**src/rtl/seg_display_pkg.sv**
```systemverilog
// Shared definitions for the multiplexed seven-segment scanner.
//   DIV_COUNT_DEF / GAP_COUNT_DEF : default slot length and blanking gap
//   SEG_BLANK / AN_OFF            : all-off patterns (outputs are active-low)
//   scan_state_t                  : per-slot phase (blanking gap vs. digit shown)
package seg_display_pkg;

  localparam int         DIV_COUNT_DEF = 100000;
  localparam int         GAP_COUNT_DEF = 1000;
  localparam logic [6:0] SEG_BLANK     = 7'h7F;
  localparam logic [7:0] AN_OFF        = 8'hFF;

  typedef enum logic {
    ST_GAP  = 1'b0,
    ST_SHOW = 1'b1
  } scan_state_t;

endpackage

```
**src/rtl/hex_to_seg7.sv**
```systemverilog
// Combinational hex nibble to seven-segment decoder.
//   nibble : 4-bit value 0..F
//   seg    : segments {g,f,e,d,c,b,a}, active-low
module hex_to_seg7 (
  input  logic [3:0] nibble,
  output logic [6:0] seg
);

  always_comb begin
    seg = 7'h7F;
    case (nibble)
      4'h0: seg = 7'h40;
      4'h1: seg = 7'h79;
      4'h2: seg = 7'h24;
      4'h3: seg = 7'h30;
      4'h4: seg = 7'h19;
      4'h5: seg = 7'h12;
      4'h6: seg = 7'h02;
      4'h7: seg = 7'h78;
      4'h8: seg = 7'h00;
      4'h9: seg = 7'h10;
      4'hA: seg = 7'h08;
      4'hB: seg = 7'h03;
      4'hC: seg = 7'h46;
      4'hD: seg = 7'h21;
      4'hE: seg = 7'h06;
      4'hF: seg = 7'h0E;
      default: seg = 7'h7F;
    endcase
  end

endmodule

```
**src/rtl/seg_display_scan.sv**
```systemverilog
// Eight-digit multiplexed seven-segment display scanner.
// Each digit owns a slot of DIV_COUNT cycles; the first GAP_COUNT cycles of
// every slot are fully blanked so the previous digit's segments cannot ghost
// onto the next anode. Inputs are sampled once per frame (all eight slots) so
// a frame is always drawn from one consistent value.
//   clk, rst   : clock, synchronous active-high reset
//   data_in    : eight hex nibbles, nibble i -> digit i (digit 0 rightmost)
//   blank_lz   : suppress leading zeros (digit 0 is always shown)
//   dp_mask    : bit i lights the decimal point of digit i
//   an         : digit anodes, active-low
//   seg        : segments {g,f,e,d,c,b,a}, active-low
//   dp         : decimal point, active-low
//   frame_done : one-cycle pulse at the start of every new frame
module seg_display_scan
  import seg_display_pkg::*;
#(
  parameter int DIV_COUNT = DIV_COUNT_DEF,
  parameter int GAP_COUNT = GAP_COUNT_DEF
) (
  input  logic        clk,
  input  logic        rst,
  input  logic [31:0] data_in,
  input  logic        blank_lz,
  input  logic [7:0]  dp_mask,
  output logic [7:0]  an,
  output logic [6:0]  seg,
  output logic        dp,
  output logic        frame_done
);

  localparam int             CNT_W    = $clog2(DIV_COUNT);
  localparam logic [CNT_W-1:0] CNT_LAST = CNT_W'(DIV_COUNT - 1);
  localparam logic [CNT_W-1:0] GAP_LIM  = CNT_W'(GAP_COUNT);

  logic [CNT_W-1:0] cnt;
  logic [CNT_W-1:0] cnt_next;
  logic [2:0]       idx;
  scan_state_t      state;

  logic [31:0]      shadow_data;
  logic             shadow_blz;
  logic [7:0]       shadow_dp;

  logic             slot_last;
  logic             frame_last;
  logic [6:0]       seg_code_p0;
  logic             lz_blank_p0;

  assign slot_last  = (cnt == CNT_LAST);
  assign frame_last = slot_last && (idx == 3'd7);

  always_comb begin
    cnt_next = cnt + 1'b1;
    if (slot_last) begin
      cnt_next = '0;
    end
  end

  hex_to_seg7 u_hex_to_seg7 (
    .nibble (shadow_data[{idx, 2'b00} +: 4]),
    .seg    (seg_code_p0)
  );

  // A digit is a leading zero when it and every higher nibble are zero.
  assign lz_blank_p0 = shadow_blz && (idx != 3'd0) &&
                       ((shadow_data >> {idx, 2'b00}) == 32'h0);

  // ---- stage p0 -> registered outputs ----
  // The state register tracks cnt_next so that state always matches the
  // current cnt; outputs are then registered from (cnt, idx, state).
  always_ff @(posedge clk) begin
    if (rst) begin
      cnt         <= '0;
      idx         <= 3'd0;
      state       <= ST_GAP;
      shadow_data <= 32'h0;
      shadow_blz  <= 1'b0;
      shadow_dp   <= 8'h00;
      an          <= AN_OFF;
      seg         <= SEG_BLANK;
      dp          <= 1'b1;
      frame_done  <= 1'b0;
    end else begin
      cnt <= cnt_next;
      if (slot_last) begin
        idx <= idx + 3'd1;
      end
      state <= (cnt_next < GAP_LIM) ? ST_GAP : ST_SHOW;

      if (frame_last) begin
        shadow_data <= data_in;
        shadow_blz  <= blank_lz;
        shadow_dp   <= dp_mask;
      end
      frame_done <= frame_last;

      if (state == ST_GAP) begin
        an  <= AN_OFF;
        seg <= SEG_BLANK;
        dp  <= 1'b1;
      end else begin
        an  <= ~(8'h01 << idx);
        seg <= lz_blank_p0 ? SEG_BLANK : seg_code_p0;
        dp  <= ~shadow_dp[idx];
      end
    end
  end

endmodule
```
**config.mk**
```make
export PLATFORM = sky130hd
export DESIGN_NAME = seg_display_scan
export DESIGN_NICKNAME = d
export VERILOG_FILES = /design/src/rtl/seg_display_pkg.sv /design/src/rtl/hex_to_seg7.sv /design/src/rtl/seg_display_scan.sv
export SDC_FILE = /design/constraint.sdc
export NUM_CORES = 1
export LEC_CHECK = 0
export ABC_AREA = 1
export CORE_ASPECT_RATIO = 0.8
export CORE_MARGIN = 4
export CORE_UTILIZATION = 45
export DETAILED_ROUTE_END_ITERATION = 7
export GPL_ROUTABILITY_DRIVEN = 0
export PLACE_DENSITY = 0.66
export SLEW_MARGIN = 10
export SYNTH_ARGS = -nofsm -noshare
export SYNTH_HDL_FRONTEND = slang
export SYNTH_SLANG_ARGS = --single-unit
```
**constraint.sdc**
```tcl
create_clock -name clk -period 4.95 [get_ports clk]
set_input_delay 0.99 -clock clk [delete_from_list [all_inputs] [get_ports clk]]
set_output_delay 0.99 -clock clk [all_outputs]
set_load 0.02 [all_outputs]
```
==> impl_metrics.json, run 1 <==
{
  "yosys.area_share.xor_xnor": 0.00620,
  "syn_inst": 609,
  "reg2reg_from": "idx[1]$_SDFFE_PP0N_",
  "synth_top_family_by_area": "simple AND/OR/NAND/NOR gates",
  "cts_hold_buf": 0,
  "num_rows": 31,
  "synth_compound_area_frac": 0.180,
  "synthSimpleGateAreaFrac": 0.285,
  "drc": 0,
  "drt-total-wl_um": 10300,
  "tightest_slew_ns": 1.05,
  "p_per_area_mw_per_mm2": 261,
  "cap_violations": 0,
  "clock_path_buffers": 2,
  "antenna_found_initial": 0,
  "synthFlopType": "dfxtp_1",
  "drt-vias-per-instance": 5.03,
  "die-area_sq_mm": 0.0111,
  "cts_root_buffer": "clkbuf_16",
  "wl_met1_um": 5070,
  "drv_slew": 0,
  "syn_to_final_growth_pct": 19.9,
  "dpl_cell_area_sq_mm": 0.00480,
  "fin_total_pwr_w": 0.00133,
  "skew_ns": 0.0163,
  "cpMostUsedCell": "nand2_1",
  "critPathKind": "reg -> reg",
  "stdcell_area_sq_mm": 0.00508,
  "grt_max_degree": 84,
  "drt_iter0_drc": 198,
  "path_clk_slew_ns": 0.07,
  "synth-seq-cells": 79,
  "synth_cell_types": 34,
  "fin_nets": 711,
  "finalHoldViolations": 0,
  "reg2regPathDepth": 15,
  "portBuffers": 59,
  "first_pass_iters": 4,
  "dieWidth_um": 117,
  "required_ns": 5.18,
  "place_inst": 760,
  "cts_tree": "yes",
  "ios": 60,
  "cp_num_buf_inv": 2,
  "cts_buffers": 9,
  "clkLatencyLatePin_ns": 0.35,
  "period_share": 0.592,
  "ys_seq_area_frac": 0.373,
  "worst_setup_path_end_kind": "flip-flop",
  "start_util": 0.465,
  "dpl.hpwl_um": 7470,
  "slowest_delay_ns": 0.79,
  "synth_fa_ha_area_frac": 0.0354,
  "dr_wl_met2_um": 4540,
  "reg2reg_setup_slack_ns": 2.02,
  "synth.cell_area_sq_mm": 0.00424,
  "cts_resized": 0,
  "antennaDiodeCount": 0,
  "setup_viol": 0,
  "wl_met3_um": 511,
  "critical_path.top_delay_family": "simple AND/OR/NAND/NOR gates",
  "cts_setup_buffers": 0,
  "hold_end": "shadow_data[2]$_SDFFE_PP0P_",
  "grt_pass1_vias": 3777,
  "grt_usage": 0.200,
  "overflow": 0,
  "clock_sinks": 79,
  "rsz0062_at_grt": "no",
  "worstHoldPathCells": 2,
  "ir_drop_uv": 184,
  "start_kind": "flip-flop",
  "top_layer": "met4",
  "via_count": 3904,
  "h-tree-depth": 3,
  "synth_edf_count": 0,
  "drt-wirelength-per-cell_um": 13.2,
  "grt_pass1_wl_um": 17400,
  "syn_nets": 664,
  "core_sq_mm": 0.00911,
  "hold_path_class": "reg -> reg",
  "critPathMaxFanout": 19,
  "slew_headroom": 0.300,
  "fin_crit_ns": 2.93,
  "postRouteAntennaNets": 0,
  "path_cells": "inv_2, nand3_1, nand2_1, nand2_1, a21boi_2, inv_1, ha_1, nand2_1, nor2_1, nand3_1, nor2_1, nand3_1, nand2_1, nand2_2, nand2_1",
  "final_cell_count_no_fill": 776,
  "crit_cells": 15,
  "setup-tns-final_ns": 0,
  "ys.warnings.count": 0,
  "p_leak_nw": 2.04,
  "min-delay-start": "shadow_data[2]$_SDFFE_PP0P_",
  "r2r-end": "seg[5]$_SDFF_PP1_",
  "avgSynthCellArea_sq_um": 6.96,
  "startpoint": "idx[1]$_SDFFE_PP0N_",
  "fmax_mhz": 341,
  "worstPathArrival_ns": 3.16,
  "die_h_um": 94.8,
  "postSynth.asyncResetShare": 0,
  "synthMuxAreaShare": 0,
  "drive_gt1_frac": 0.104,
  "status": "finished, final reports clean",
  "slowest_stage": "dfxtp_1"
}
[state kept, by name, summed over array words and instances, names as in the netlist]
signal       count
shadow_data     32
an               8
state            1
cnt             17
dp               1
shadow_dp        8
frame_done       1
idx              3
shadow_blz       1
seg              7
[cell families (layout without fill, tap and decap cells)]
logic type / count (synthesis) / in the layout
adder cells (fa/ha/maj): 12 / 12
buffers and inverters: 109 / 161
XOR/XNOR: 3 / 3
AND/OR/NAND/NOR: 284 / 284
flip-flops: 79 / 79
AO/OA/AOI/OAI: 122 / 122
[where the power goes]
group	leakage (nW)	internal, W	switching (W)
Sequential	0.637	0.000638	0.00000310
Clock	0.129	0.000357	0.000270
Combinational	1.28	0.0000355	0.0000225
Total	2.04	0.00103	0.000295
[layout make-up]
cell class	instances	area (sq um)
fill	910	4030
timing repair buffer	61	606
multi-input combinational	421	2150
tap	115	144
sequential	79	1580
clock buffer	11	243
inverter	84	315
clock inverter	5	40.0
[how the worst max path moves through the flow]
stage                                              end
after global placement    shadow_data[28]$_SDFFE_PP0P_
after detailed placement  shadow_data[25]$_SDFFE_PP0P_
after floorplan                      seg[0]$_SDFF_PP1_
final                                seg[5]$_SDFF_PP1_
after global routing                 seg[4]$_SDFF_PP1_
after CTS                            seg[4]$_SDFF_PP1_
[synth_stat cells, types with 4 or more instances]
cell | number | share of area
nand2_2 | 5 | 0.0074
nand4_1 | 7 | 0.010
clkbuf_1 | 6 | 0.0053
buf_6 | 12 | 0.032
inv_1 | 75 | 0.066
nand3_1 | 48 | 0.057
nand2_1 | 149 | 0.13
a21oi_1 | 22 | 0.026
o21ai_0 | 24 | 0.028
o21ai_1 | 34 | 0.040
and2_1 | 4 | 0.0059
nor2_1 | 60 | 0.053
ha_1 | 12 | 0.035
buf_2 | 6 | 0.0071
nor3_1 | 4 | 0.0047
a21oi_2 | 30 | 0.062
inv_2 | 7 | 0.0062
dfxtp_1 | 79 | 0.37
o21ai_2 | 5 | 0.010
[metrics by stage]
step                worst slack, ns   util  hold slack, ns
floorplan                      2.93      -           0.426
detailed placement             1.80  0.527           0.449
finish                         2.02  0.558           0.453
global route                   1.76  0.558           0.475
CTS                            2.07  0.558           0.459
global placement               1.90  0.527           0.442
[worst min-delay path: cells and delay by family (launching register included)]
family	cells	cell delay (ns)
compound gates	1	0.04
buf+inv	1	0.06
flops	1	0.31
[per-layer routing]
metal  GRT usage  vias to the layer above
li1            -                     2029
met1       0.267                     1776
met2       0.316                       86
met3      0.0468                       13
met4      0.0697                        0
met5           0                        -
[cells in the final DEF, fill, tap and decap left out]
master and n:
a21boi_2 1, a21oi_1 22, a21oi_2 30, a22oi_1 2, and2_1 4, buf_4 2, clkbuf_1 1, clkbuf_16 9
clkbuf_8 1, clkdlybuf4s50_1 59, clkinv_1 2, clkinvlp_4 3, dfxtp_1 79, ha_1 12, inv_1 75, inv_2 7
inv_6 2, nand2_1 149, nand2_2 4, nand2_4 1, nand3_1 48, nand3_4 1, nand3b_1 1, nand4_1 7
nor2_1 60, nor2_2 1, nor2_4 1, nor3_1 4, nor3_2 1, o211ai_1 1, o21ai_0 24, o21ai_1 34
o21ai_2 5, o21bai_1 2, o22ai_1 1, or2_0 1, or2_1 1, xor2_1 3
(Power assumes the default switching activity.)
==> run 2, diff against run 1 <==
==> constraint.sdc (replaced) <==
create_clock -name clk -period 2.9 [get_ports clk]
set_input_delay 0.58 -clock clk [delete_from_list [all_inputs] [get_ports clk]]
set_output_delay 0.58 -clock clk [all_outputs]
set_load 0.02 [all_outputs]
==> impl_metrics.json, run 2 (synthesis results as in run 1) <==
{
  "status": "finished, final reports clean",
  "setup-tns-final_ns": 0,
  "tightest_slew_ns": 0.392,
  "hold_path_class": "reg -> reg",
  "clkLatencyLatePin_ns": 0.33,
  "drive_gt1_frac": 0.109,
  "rsz0062_at_grt": "no",
  "die-area_sq_mm": 0.0111,
  "start_kind": "flip-flop",
  "cts_buffers": 9,
  "largest_register_ffs": 32,
  "h-tree-depth": 3,
  "place_inst": 766,
  "antenna_found_initial": 0,
  "drt-total-wl_um": 10400,
  "cts_tree": "yes",
  "dpl.hpwl_um": 7710,
  "slowest_stage": "dfxtp_1",
  "fin_nets": 717,
  "syn_to_final_growth_pct": 21.7,
  "start_util": 0.465,
  "p_per_area_mw_per_mm2": 454,
  "grt_usage": 0.199,
  "drv_slew": 0,
  "final_common_cell": "nand2_1",
  "dieWidth_um": 117,
  "min-delay-start": "shadow_dp[0]$_SDFFE_PP0P_",
  "drt-vias-per-instance": 4.99,
  "cap_violations": 0,
  "hold_end": "shadow_dp[0]$_SDFFE_PP0P_",
  "fin_crit_ns": 2.37,
  "clock_sinks": 79,
  "ir_drop_uv": 374,
  "core_sq_mm": 0.00911,
  "crit_cells": 16,
  "drc": 0,
  "reg2reg_from": "idx[0]$_SDFFE_PP0N_",
  "reg.largest.list": "shadow_data (32), cnt (17)",
  "num_rows": 31,
  "final_cell_count_no_fill": 782,
  "path_clk_slew_ns": 0.06,
  "layout_common_cells": "nand2_1, dfxtp_1, inv_1, nor2_1, clkdlybuf4s50_1",
  "critPathMaxFanout": 31,
  "reg2reg_setup_slack_ns": 0.53,
  "fin_total_pwr_w": 0.00234,
  "path_cells": "buf_4, nand2_1, nand3_1, nand2_1, nand2_1, a21boi_2, inv_1, ha_1, nand2_1, nor2_1, nand3_1, nor2_1, nand3_1, nand2_1, nand2_2, nand2_1",
  "slowest_delay_ns": 0.35,
  "drt-wirelength-per-cell_um": 13.3,
  "skew_ns": 0.00989,
  "fmax_mhz": 421,
  "r2r-end": "seg[0]$_SDFF_PP1_",
  "cts_setup_buffers": 0,
  "antennaDiodeCount": 0,
  "period_share": 0.818,
  "drt_iter0_drc": 194,
  "worst_setup_path_end_kind": "flip-flop",
  "overflow": 0,
  "cts_resized": 0,
  "worstHoldPathCells": 2,
  "postRouteAntennaNets": 0,
  "ios": 60,
  "finalHoldViolations": 0,
  "setup_viol": 0,
  "slew_headroom": 0.739,
  "p_leak_nw": 2.10,
  "critPathKind": "reg -> reg",
  "cpMostUsedCell": "nand2_1",
  "die_h_um": 94.8,
  "first_pass_iters": 5,
  "startpoint": "idx[0]$_SDFFE_PP0N_",
  "grt_pass1_vias": 3817,
  "clock_path_buffers": 2,
  "worstPathArrival_ns": 2.59,
  "grt_max_degree": 52,
  "required_ns": 3.12,
  "reg2regPathDepth": 16,
  "critical_path.top_delay_family": "simple AND/OR/NAND/NOR gates",
  "grt_pass1_wl_um": 17400,
  "cts_hold_buf": 0,
  "top_register": "shadow_data",
  "portBuffers": 59,
  "via_count": 3903,
  "cts_root_buffer": "clkbuf_16",
  "cp_num_buf_inv": 2
}
-- run 2: changes by cell type in the layout (fill, tap and decap cells not counted), sizes merged --
cell      previous run  this run
buf                  2         8
inv                 84        82
bufinv               0         1
clkinv               2         3
clkbuf              11        14
clkinvlp             3         0
-- run 2: cell type report --
| cell class | count | area [sq um] |
|---|---|---|
| Clock buffer | 14 | 264 |
| Clock inverter | 2 | 38.8 |
| Fill cell | 901 | 3960 |
| Inverter | 84 | 315 |
| Multi-Input combinational cell | 421 | 2150 |
| Sequential cell | 79 | 1580 |
| Tap cell | 115 | 144 |
| Timing Repair Buffer | 67 | 663 |
-- run 2: through the flow --
step / util / worst slack, ns / cell area, sq um / hold WS [ns]
final: 0.566 / 0.527 / 5160 / 0.456
after floorplan: - / 0.882 / 4240 / 0.426
after global placement: 0.533 / 0.683 / 4860 / 0.441
after detailed placement: 0.533 / 0.545 / 4860 / 0.446
after global routing: 0.566 / 0.211 / 5160 / 0.476
after CTS: 0.566 / 0.542 / 5160 / 0.455
-- run 2: worst register-to-register path, delay by kind of cell (launching register included) --
family	cells	cell delay (ns)
adder cells (fa/ha/maj)	1	0.25
flip-flops	1	0.35
AO/OA/AOI/OAI	1	0.31
AND/OR/NAND/NOR	12	0.94
buffers and inverters	2	0.42
-- run 2: power breakdown --
group	switching, W	leakage [nW]	internal [W]
combinational	0.0000386	1.31	0.0000624
clock	0.000432	0.147	0.000716
sequential	0.00000493	0.637	0.00109
-- run 2: per-layer routing --
| layer | wire length (um) | global-route usage | part of all wire | vias up |
|---|---|---|---|---|
| li1 | - | - | - | 2053 |
| met1 | 5190 | 0.269 | 0.50 | 1733 |
| met2 | 4440 | 0.303 | 0.43 | 100 |
| met3 | 598 | 0.0538 | 0.057 | 17 |
| met4 | 174 | 0.0755 | 0.017 | 0 |
| met5 | 0 | 0 | 0 | - |
-- run 2: worst max path at each step --
stage | to | slack [ns]
5_1_grt | seg[0]$_SDFF_PP1_ | 0.21
3_3_place_gp | seg[2]$_SDFF_PP1_ | 0.68
2_1_floorplan | seg[0]$_SDFF_PP1_ | 0.88
4_1_cts | seg[0]$_SDFF_PP1_ | 0.54
6_report | seg[0]$_SDFF_PP1_ | 0.53
3_5_place_dp | seg[0]$_SDFF_PP1_ | 0.54
==> run 3, diff against run 2 <==
==> constraint.sdc (replaced) <==
create_clock -name clk -period 2.5 [get_ports clk]
set_input_delay 0.5 -clock clk [delete_from_list [all_inputs] [get_ports clk]]
set_output_delay 0.5 -clock clk [all_outputs]
set_load 0.02 [all_outputs]
==> impl_metrics.json, run 3 (synthesis results as in run 1) <==
{
  "reg2reg_setup_slack_ns": 0.30,
  "num_rows": 31,
  "drt-total-wl_um": 10600,
  "dpl.hpwl_um": 7800,
  "die-area_sq_mm": 0.0111,
  "hold_path_class": "reg -> reg",
  "path_clk_slew_ns": 0.06,
  "start_kind": "flip-flop",
  "portBuffers": 59,
  "setup_ws_ns": 0.303,
  "startpoint": "idx[0]$_SDFFE_PP0N_",
  "setup-tns-final_ns": 0,
  "cts_setup_buffers": 0,
  "final_common_cell": "nand2_1",
  "dieWidth_um": 117,
  "grt_usage": 0.207,
  "drt-vias-per-instance": 5.05,
  "clock_sinks": 79,
  "period_share": 0.879,
  "slew_headroom": 0.715,
  "start_util": 0.465,
  "worstPathArrival_ns": 2.48,
  "drive_gt1_frac": 0.118,
  "r2r-end": "seg[1]$_SDFF_PP1_",
  "largest_register_ffs": 32,
  "clkLatencyLatePin_ns": 0.34,
  "required_ns": 2.78,
  "setup_viol": 0,
  "skew_ns": 0.00867,
  "rsz0062_at_grt": "no",
  "layout_common_cells": "nand2_1, dfxtp_1, inv_1, nor2_1, clkdlybuf4s50_1",
  "status": "finished, final reports clean",
  "postRouteAntennaNets": 0,
  "worst_setup_path_end_kind": "flip-flop",
  "p_per_area_mw_per_mm2": 558,
  "tightest_slew_ns": 0.426,
  "p_leak_nw": 2.14,
  "reg2regPathDepth": 16,
  "grt_pass1_vias": 3925,
  "fin_crit_ns": 2.20,
  "multiInputGateArea_sq_mm": 0.00215,
  "cts_buffers": 9,
  "ios": 60,
  "cts_resized": 0,
  "first_pass_iters": 4,
  "dp_slack_ns": 0.312,
  "clock_path_buffers": 2,
  "min-delay-start": "shadow_data[0]$_SDFFE_PP0P_",
  "drt_iter0_drc": 258,
  "antenna_found_initial": 0,
  "grt_pass1_wl_um": 18200,
  "syn_to_final_growth_pct": 23.5,
  "drt-wirelength-per-cell_um": 13.4,
  "ir_drop_uv": 394,
  "core_sq_mm": 0.00911,
  "drv_slew": 0,
  "cts_hold_buf": 0,
  "fillCellCount": 866,
  "antennaDiodeCount": 0,
  "finalHoldViolations": 0,
  "die_h_um": 94.8,
  "h-tree-depth": 3,
  "area.sequential_sq_mm": 0.00158,
  "critPathKind": "reg -> reg",
  "cap_violations": 0,
  "endpoint": "seg[1]$_SDFF_PP1_",
  "cts_root_buffer": "clkbuf_16",
  "top_register": "shadow_data",
  "cts_tree": "yes",
  "reg2reg_from": "idx[0]$_SDFFE_PP0N_",
  "critPathMaxFanout": 26,
  "grt_max_degree": 53,
  "drc": 0,
  "reg.largest.list": "shadow_data (32), cnt (17)",
  "overflow": 0,
  "fmax_mhz": 455,
  "fin_nets": 720,
  "via_count": 3965
}
==> run 3: cell types whose count changed in the layout (fill, tap and decap cells not counted), sizes merged <==
cell,previous run,this run
buf,8,11
clkbuf,14,11
bufinv,1,3
clkinv,3,4
==> run 3: worst min-delay path by stage <==
stage               cells past startpoint                           to  slack [ns]
finish                                  2  shadow_data[0]$_SDFFE_PP0P_        0.45
global route                            2  shadow_data[3]$_SDFFE_PP0P_        0.47
CTS                                     2    shadow_dp[4]$_SDFFE_PP0P_        0.46
detailed placement                      2    shadow_dp[4]$_SDFFE_PP0P_        0.45
global placement                        2    shadow_dp[2]$_SDFFE_PP0P_        0.44
floorplan                               2  shadow_data[0]$_SDFFE_PP0P_        0.43
==> run 3: layout make-up <==
| class | instances | area share |
|---|---|---|
| clock buffer | 11 | 0.0483 |
| tap | 115 | 0.0275 |
| inverter | 84 | 0.0602 |
| timing repair buffer | 70 | 0.131 |
| sequential | 79 | 0.302 |
| multi-input combinational | 421 | 0.411 |
| clock inverter | 5 | 0.0198 |
==> run 3: critical path: stages (launching register included) <==
cell and delay [ns]:
dfxtp_1 0.33, buf_4 0.28, nand2_1 0.08, o21ai_1 0.11, nand2_1 0.06, o21ai_0 0.08
nand2_1 0.07, nand2_1 0.18, ha_1 0.23, nand2_1 0.06, nor2_1 0.10, nand3_1 0.08
nor2_1 0.13, nand3_1 0.09, nand2_1 0.07, nand2_2 0.10, nand2_1 0.08
==> run 3: power by group <==
| group | switching [W] | leakage, nW | total, W | internal (W) |
|---|---|---|---|---|
| logic | 0.0000457 | 1.33 | 0.000117 | 0.0000715 |
| registers | 0.00000562 | 0.637 | 0.00127 | 0.00126 |
| clock network | 0.000505 | 0.176 | 0.00153 | 0.00103 |
==> run 3: per-layer routing <==
layer	vias to the layer above	share of wire	global-route usage
met5	-	0	0
met4	0	0.012	0.0573
met3	12	0.063	0.0487
met2	104	0.44	0.325
met1	1801	0.48	0.285
li1	2048	-	-
==> run 3: per-stage QoR <==
step                cell area [sq um]  instances  power, W  hold slack [ns]  utilization
floorplan                        4240        609   0.00133            0.426            -
CTS                              5240        785   0.00295            0.460        0.574
finish                           5240        785   0.00292            0.454        0.574
global placement                 4880        769   0.00141            0.444        0.535
global route                     5240        785   0.00302            0.472        0.574
detailed placement               4880        769   0.00141            0.450        0.535
